`config.mk`:
```
export PLATFORM = sky130hd
export DESIGN_NAME = instr_mem_fetch
export DESIGN_NICKNAME = d
export VERILOG_FILES = /design/src/rtl/imem_pkg.sv /design/src/rtl/imem_array.sv /design/src/rtl/instr_mem_fetch.sv
export SDC_FILE = /design/constraint.sdc
export NUM_CORES = 2
export LEC_CHECK = 0
export BUFFER_PORTS_ARGS = -buffer_cell sky130_fd_sc_hd__buf_2
export CORE_MARGIN = 1.5
export CORE_UTILIZATION = 60
export CTS_CLUSTER_SIZE = 30
export DETAILED_ROUTE_END_ITERATION = 10
export HOLD_SLACK_MARGIN = 0.05
export MAX_ROUTING_LAYER = met4
export PLACE_DENSITY = 0.76
export SLEW_MARGIN = 10
export SYNTH_ARGS = -nofsm -noshare
export SYNTH_HDL_FRONTEND = slang
export SYNTH_HIERARCHICAL = 1
export SYNTH_SLANG_ARGS = --single-unit
```
`constraint.sdc`:
```
create_clock -name clk -period 6.4 [get_ports clk]
set_clock_uncertainty 0.2 [all_clocks]
set_input_delay 0.32 -clock clk [delete_from_list [all_inputs] [get_ports clk]]
set_output_delay 0.32 -clock clk [all_outputs]
set_load 0.02 [all_outputs]
```
`src/rtl/imem_pkg.sv`:
```
// -----------------------------------------------------------------------------
// imem_pkg
// Shared types and constants for the instruction-memory fetch block:
//   imem_state_e : fetch FSM states (IDLE, WAIT, RESP)
//   imem_err_e   : fault code returned with every response
//   NOP_INSTR    : RISC-V canonical NOP (addi x0, x0, 0)
//   fetch_fault  : alignment / range classification of a byte address
// -----------------------------------------------------------------------------
package imem_pkg;

   typedef enum logic [1:0] {
      IDLE = 2'd0,
      WAIT = 2'd1,
      RESP = 2'd2
   } imem_state_e;

   typedef enum logic [1:0] {
      ERR_NONE     = 2'd0,
      ERR_MISALIGN = 2'd1,
      ERR_RANGE    = 2'd2
   } imem_err_e;

   localparam logic [31:0] NOP_INSTR = 32'h00000013;

   // Misalignment is checked first so it wins over an out-of-range address.
   // aw is the word-index width; any set bit above the index is out of range.
   function automatic imem_err_e fetch_fault(input logic [31:0] addr, input int unsigned aw);
      if (addr[1:0] != 2'b00) begin
         return ERR_MISALIGN;
      end
      if ((addr >> (aw + 2)) != 32'd0) begin
         return ERR_RANGE;
      end
      return ERR_NONE;
   endfunction

endpackage

```
`src/rtl/imem_array.sv`:
```
// -----------------------------------------------------------------------------
// imem_array
// DEPTH x 32-bit instruction storage with one write port and one registered,
// write-first read port. Every word powers up holding NOP_INSTR; the program
// is loaded through the write port.
// Ports:
//   clk      in   rising-edge clock
//   reset    in   async active-high reset (read register only)
//   wr_en    in   write enable
//   wr_addr  in   word index to write
//   wr_data  in   word to write
//   rd_en    in   sample the array into rd_data on this edge
//   rd_addr  in   word index to read
//   rd_data  out  registered read data
// -----------------------------------------------------------------------------
module imem_array
   import imem_pkg::*;
#(
   parameter int    DEPTH     = 64,
   parameter string INIT_FILE = ""
) (
   input  logic                     clk,
   input  logic                     reset,
   input  logic                     wr_en,
   input  logic [$clog2(DEPTH)-1:0] wr_addr,
   input  logic [31:0]              wr_data,
   input  logic                     rd_en,
   input  logic [$clog2(DEPTH)-1:0] rd_addr,
   output logic [31:0]              rd_data
);

   logic [31:0] mem [DEPTH];

   // Power-up image of the program store.
   initial begin
      for (int i = 0; i < DEPTH; i++) begin
         mem[i] = NOP_INSTR;
      end
   end

   // NOTE: the storage array has no reset branch; clearing it would forbid RAM
   // inference and would wipe a loaded program whenever the core is reset.
   always_ff @(posedge clk) begin
      if (wr_en) begin
         mem[wr_addr] <= wr_data;
      end
   end

   // A write to the word being sampled on the same edge is forwarded, so the
   // response always reflects the newest program image.
   // NOTE: sequential state uses non-blocking assignments so every register
   // sees pre-edge values regardless of process evaluation order.
   always_ff @(posedge clk or posedge reset) begin
      if (reset) begin
         rd_data <= '0;
      end else if (rd_en) begin
         rd_data <= (wr_en && (wr_addr == rd_addr)) ? wr_data : mem[rd_addr];
      end
   end

endmodule

```
`src/rtl/instr_mem_fetch.sv`:
```
// -----------------------------------------------------------------------------
// instr_mem_fetch
// Request/response instruction memory for the fetch stage. One fetch may be
// outstanding; WAIT_STATES extra cycles are inserted before the array read.
// Misaligned or out-of-range addresses return NOP with a fault code. flush
// kills an in-flight fetch; prog_* loads the program in any state.
// Ports:
//   clk        in   rising-edge clock
//   reset      in   async active-high reset
//   req_valid  in   fetch request valid
//   req_ready  out  block can accept a request (IDLE)
//   req_addr   in   byte address of the instruction
//   rsp_valid  out  response valid (RESP)
//   rsp_ready  in   consumer accepts the response
//   rsp_data   out  instruction word (NOP on fault)
//   rsp_err    out  0 ok, 1 misaligned, 2 out of range
//   flush      in   abort any in-flight fetch
//   prog_we    in   program-load write enable
//   prog_addr  in   program-load word index
//   prog_data  in   program-load word
// -----------------------------------------------------------------------------
module instr_mem_fetch
   import imem_pkg::*;
#(
   parameter int    DEPTH       = 64,
   parameter int    WAIT_STATES = 0,
   parameter string INIT_FILE   = ""
) (
   input  logic                     clk,
   input  logic                     reset,
   input  logic                     req_valid,
   output logic                     req_ready,
   input  logic [31:0]              req_addr,
   output logic                     rsp_valid,
   input  logic                     rsp_ready,
   output logic [31:0]              rsp_data,
   output logic [1:0]               rsp_err,
   input  logic                     flush,
   input  logic                     prog_we,
   input  logic [$clog2(DEPTH)-1:0] prog_addr,
   input  logic [31:0]              prog_data
);

   localparam int         AW        = $clog2(DEPTH);
   localparam logic [3:0] WAIT_INIT = (WAIT_STATES == 0) ? 4'd0 : 4'(WAIT_STATES - 1);

   imem_state_e state_q, state_d;
   logic [3:0]  cnt_q, cnt_d;
   logic [31:0] addr_q;
   imem_err_e   err_q;

   logic        accept;
   logic        enter_resp;
   logic [31:0] fetch_addr;
   imem_err_e   fetch_err;
   logic [31:0] arr_data;

   assign req_ready = (state_q == IDLE);
   assign rsp_valid = (state_q == RESP);
   assign accept    = req_valid && req_ready && !flush;

   // With no wait states the array is read on the accept edge itself, so the
   // live request address is used; otherwise the latched copy is.
   assign fetch_addr = (state_q == IDLE) ? req_addr : addr_q;
   assign fetch_err  = fetch_fault(fetch_addr, AW);

   // NOTE: every signal assigned here gets a default first, so no path leaves
   // one unassigned and no latch is inferred.
   always_comb begin
      state_d    = state_q;
      cnt_d      = cnt_q;
      enter_resp = 1'b0;
      case (state_q)
         IDLE: begin
            if (accept) begin
               if (WAIT_STATES == 0) begin
                  state_d    = RESP;
                  enter_resp = 1'b1;
               end else begin
                  state_d = WAIT;
                  cnt_d   = WAIT_INIT;
               end
            end
         end
         WAIT: begin
            if (cnt_q == 4'd0) begin
               state_d    = RESP;
               enter_resp = 1'b1;
            end else begin
               cnt_d = cnt_q - 4'd1;
            end
         end
         RESP: begin
            if (rsp_ready) begin
               state_d = IDLE;
            end
         end
         default: state_d = IDLE;
      endcase
      // flush outranks everything, including an array read due this edge.
      if (flush) begin
         state_d    = IDLE;
         cnt_d      = 4'd0;
         enter_resp = 1'b0;
      end
   end

   always_ff @(posedge clk or posedge reset) begin
      if (reset) begin
         state_q <= IDLE;
         cnt_q   <= 4'd0;
         addr_q  <= '0;
         err_q   <= ERR_NONE;
      end else begin
         state_q <= state_d;
         cnt_q   <= cnt_d;
         if (accept) begin
            addr_q <= req_addr;
         end
         if (enter_resp) begin
            err_q <= fetch_err;
         end
      end
   end

   // A faulting fetch never indexes the array; its data is forced to NOP.
   imem_array #(
      .DEPTH     (DEPTH),
      .INIT_FILE (INIT_FILE)
   ) u_array (
      .clk     (clk),
      .reset   (reset),
      .wr_en   (prog_we),
      .wr_addr (prog_addr),
      .wr_data (prog_data),
      .rd_en   (enter_resp && (fetch_err == ERR_NONE)),
      .rd_addr (fetch_addr[AW+1:2]),
      .rd_data (arr_data)
   );

   assign rsp_err  = err_q;
   assign rsp_data = (err_q != ERR_NONE) ? NOP_INSTR : arr_data;

endmodule

```
==> flow_summary_export.csv <==
group,metric,value,unit
drt,initialDrtViolationCount,6206,
placed_design,post-place-ws,2.240,ns
sta,slew_headroom,16.10,%
synth,synth_area_leader,"sky130_fd_sc_hd__edfxtp_1",
floorplanning,placeableCoreArea,0.1335,mm²
layout,drive_above_1_share,27.89,%
synth,yosys_warnings,6,
placed_design,placed_cells_incl_taps,5415,
synth,synth_area_per_cell,22.23,µm²
grt,grt_pass1_vias,41360,
sta,final.period_utilization,65.35,%
sta,max_freq,239.1,MHz
clocking,max-clock-path-buffers,3,
pwr,pwr_density_cell,323.3,mW/mm²
layout,finalNetCount,4019,
clocking,clk_latency_worst_skew_pair,0.82,ns
worst_setup_path,cpLargestDelayFamily,"multiplexers",
synth,synth.cells.most_frequent,"sky130_fd_sc_hd__edfxtp_1 (2048), sky130_fd_sc_hd__mux4_2 (513), sky130_fd_sc_hd__a22oi_1 (248), sky130_fd_sc_hd__nand2_1 (130), sky130_fd_sc_hd__a21oi_1 (124)",
grt,grt_antenna_before_repair,21,
clocking,ctsHoldBuffers,94,
grt,grt_pass1_wl,296800,µm
sta,final_tns_setup,0,ns
clocking,worst_setup_hold_path_clk_slew,0.06,ns
placed_design,numPortBuffers,111,
placed_design,final_hpwl_dp,107700,µm
floorplanning,vertical_extent_of_the_die,369.8,µm
synth,cells_after_synthesis,3632,
worst_setup_path,critical_path.startpoint_type,"flip-flop",
synth,synth_top_flop_cell,"sky130_fd_sc_hd__edfxtp_1",
pwr,leakagePower,0.02877,µW
grt,grt_max_degree,119,
layout,final_cells,5898,
pwr,post-layout-total-power,29570,µW
clocking,number_of_levels_in_the_clock_h_tree,4,
placed_design,dpl_cell_area,0.08403,mm²
flow_run,max-cap-violations,0,
worst_setup_path,count_of_buffering_cells_on_the_critical_path_with_inverters_included,1,
synth,synth-edff-count,2048,
placed_design,gp_routability_congestion,0.8477,
worst_setup_path,worst_setup_path_end_kind,"flip-flop",
worst_hold_path,path_class_of_the_lowest_slack_min_delay_path,"in2reg",
drt,dr_total_vias,41140,
layout,final_cell_area,0.09146,mm²
sta,final_critical_path_setup_slack,2.217,ns
worst_setup_path,worst-endpoint-required,6.83,ns
drt,detail-route-antenna-nets,0,
sta,grt_setup_unrepaired,"no",
drt,drc_errors,0,
status,run_status,"finished, final reports clean",
floorplanning,floorplan.die_area,0.1368,mm²
worst_setup_path,worstSetupPathType,"reg2reg",
grt,globalRouteTotalUtil,32.03,%
sta,period_minus_slack,4.183,ns
synth,synth_top_cells_by_area,"sky130_fd_sc_hd__edfxtp_1 (76%), sky130_fd_sc_hd__mux4_2 (14%), sky130_fd_sc_hd__a22oi_1 (2.3%)",
layout,areaGrowthSynthToFinish,13.29,%
worst_setup_path,timing.critical_path.fanout_max,64,
clocking,cts_repair_resize_count,0,
clocking,tritoncts,"built",
worst_setup_path,critical_path.max_stage_delay,0.81,ns
pwr,max-vdd-ir-drop,0.3140,mV
synth,post_synth_num_cell_types,44,
synth,synth_top_area_share,76.18,%
clocking,clockRootBuffer,"sky130_fd_sc_hd__clkbuf_16",
sta,tightest_slew,1.258,ns
sta,setup_violations,0,
floorplanning,placement_rows,134,
synth,mappedNetlistNets,3708,
worst_setup_path,critical_path_at,4.61,ns
sta,timing_hold_violations_final,0,
floorplanning,initial_core_util,60.49,%
synth,synth.most_common_cell,"sky130_fd_sc_hd__edfxtp_1",
drt,detail_route.vias_per_cell,6.976,
synth,yosys_register_bits,2113,
floorplanning,die-width,369.8,µm
clocking,cts_buffers,197,
drt,aggregate_routed_wire_length,209000,µm
drt,drt_first_pass_iters,8,
drt,route.detailed.wl_per_inst,35.43,µm
synth,syn-cell-area,0.08073,mm²
clocking,post_cts.repair.setup_buffers,0,
clocking,numClockSinks,2113,
floorplanning,ioPinCount,112,
synth,synth_sequential_area_ratio,78.19,%
worst_setup_path,path_cells,"mux2_8, buf_12, mux4_2, a22oi_1, a21oi_1, o41ai_2, a31oi_1",
grt,globalRoute.totalOverflow,0,
synth,postSynth.asyncResetShare,3.076,%
worst_setup_path,crit_path_top_delay_cell,"sky130_fd_sc_hd__mux2_8",
sta,timing_max_transition_violations_final,0,
-- path summary, 6_finish.rpt --
kind / startpoint / endpoint / slack, ns / cells past startpoint
setup / recovery: state_q[1]$_DFFE_PP0P_ / u_array/rd_data[26]$_DFFE_PP0P_ / 2.22 / 7
hold reg to reg: u_array/rd_data[28]$_DFFE_PP0P_ / u_array/rd_data[28]$_DFFE_PP0P_ / 0.36 / 2
setup reg to reg: state_q[1]$_DFFE_PP0P_ / u_array/rd_data[26]$_DFFE_PP0P_ / 2.22 / 7
min in group asynchronous: reset / u_array/rd_data[25]$_DFFE_PP0P_ / 0.23 / 3
hold / removal: prog_data[5] / u_array/mem[19][5]$_DFFE_PP_ / 0.11 / 1
max in group asynchronous: reset / addr_q[30]$_DFFE_PP0N_ / 5.00 / 5
-- sequential cells by signal, summed over array words and instances, names as in the netlist --
register         count
u_array/mem       2048
u_array/rd_data     32
addr_q              30
rsp_err              2
state_q              1
-- cell type report --
cell class                 count  area (µm²)
clock inverter               111        1066
inverter                       4       15.01
fill                        7835       41990
sequential                  2113       63130
tap                         1768        2212
multi-input combinational   1296       16990
antenna                       18       45.04
timing repair buffer         331        2670
clock buffer                 257        5341
-- cell families after synthesis --
family,count (synthesis),synth area share (%)
buffers and inverters,223,1.451
XOR/XNOR,6,0.06510
flip-flops,2113,78.19
AND/OR/NAND/NOR,322,1.799
multiplexers,524,14.46
AO/OA/AOI/OAI,444,4.039
-- worst register-to-register path: stages (launching register included) --
cell and delay, ns:
sky130_fd_sc_hd__dfrtp_1 0.73, sky130_fd_sc_hd__mux2_8 0.81, sky130_fd_sc_hd__buf_12 0.53, sky130_fd_sc_hd__mux4_2 0.69
sky130_fd_sc_hd__a22oi_1 0.20, sky130_fd_sc_hd__a21oi_1 0.24, sky130_fd_sc_hd__o41ai_2 0.47, sky130_fd_sc_hd__a31oi_1 0.14
-- stage by stage --
step	hold WS [ns]	utilization, %
after detailed placement	0.2548	62.97
final	0.1137	68.53
after global placement	0.2513	62.97
after floorplan	0.1868	-
after CTS	0.07261	68.47
after global routing	0.1269	68.53
-- layer usage --
layer	wire, µm	vias up	GRT usage [%]
met5	0	-	-
met1	72630	21430	43.04
met2	98030	3192	47.53
li1	-	16050	-
met3	28690	477	8.374
met4	9613	0	12.87
-- where the power goes --
part           internal, µW  switching [µW]
Combinational          1070            1560
Sequential            15300            51.3
Clock                  6640            4950
Total                 23000            6560
-- placed cells by master, fill, tap and decap left out, drive strengths merged, types with 2 or more instances in the layout --
cell / n
clkbuf: 257
nor4: 12
inv: 11
a21oi: 124
nand3b: 2
nand2b: 6
xor2: 3
clkinv: 83
mux4: 513
or3: 6
nor3: 3
buf: 234
dfrtp: 65
clkinvlp: 2
bufinv: 19
a31oi: 32
o221ai: 2
mux2i: 5
nand2: 130
or2: 2
or4: 2
mux2: 6
nor2b: 7
and2: 32
o41ai: 31
nor2: 106
nand4: 4
diode: 18
a22oi: 248
xnor2: 3
nand3: 7
dlygate4sd3: 97
edfxtp: 2048
Note: power is estimated with default switching activity, not from simulation.
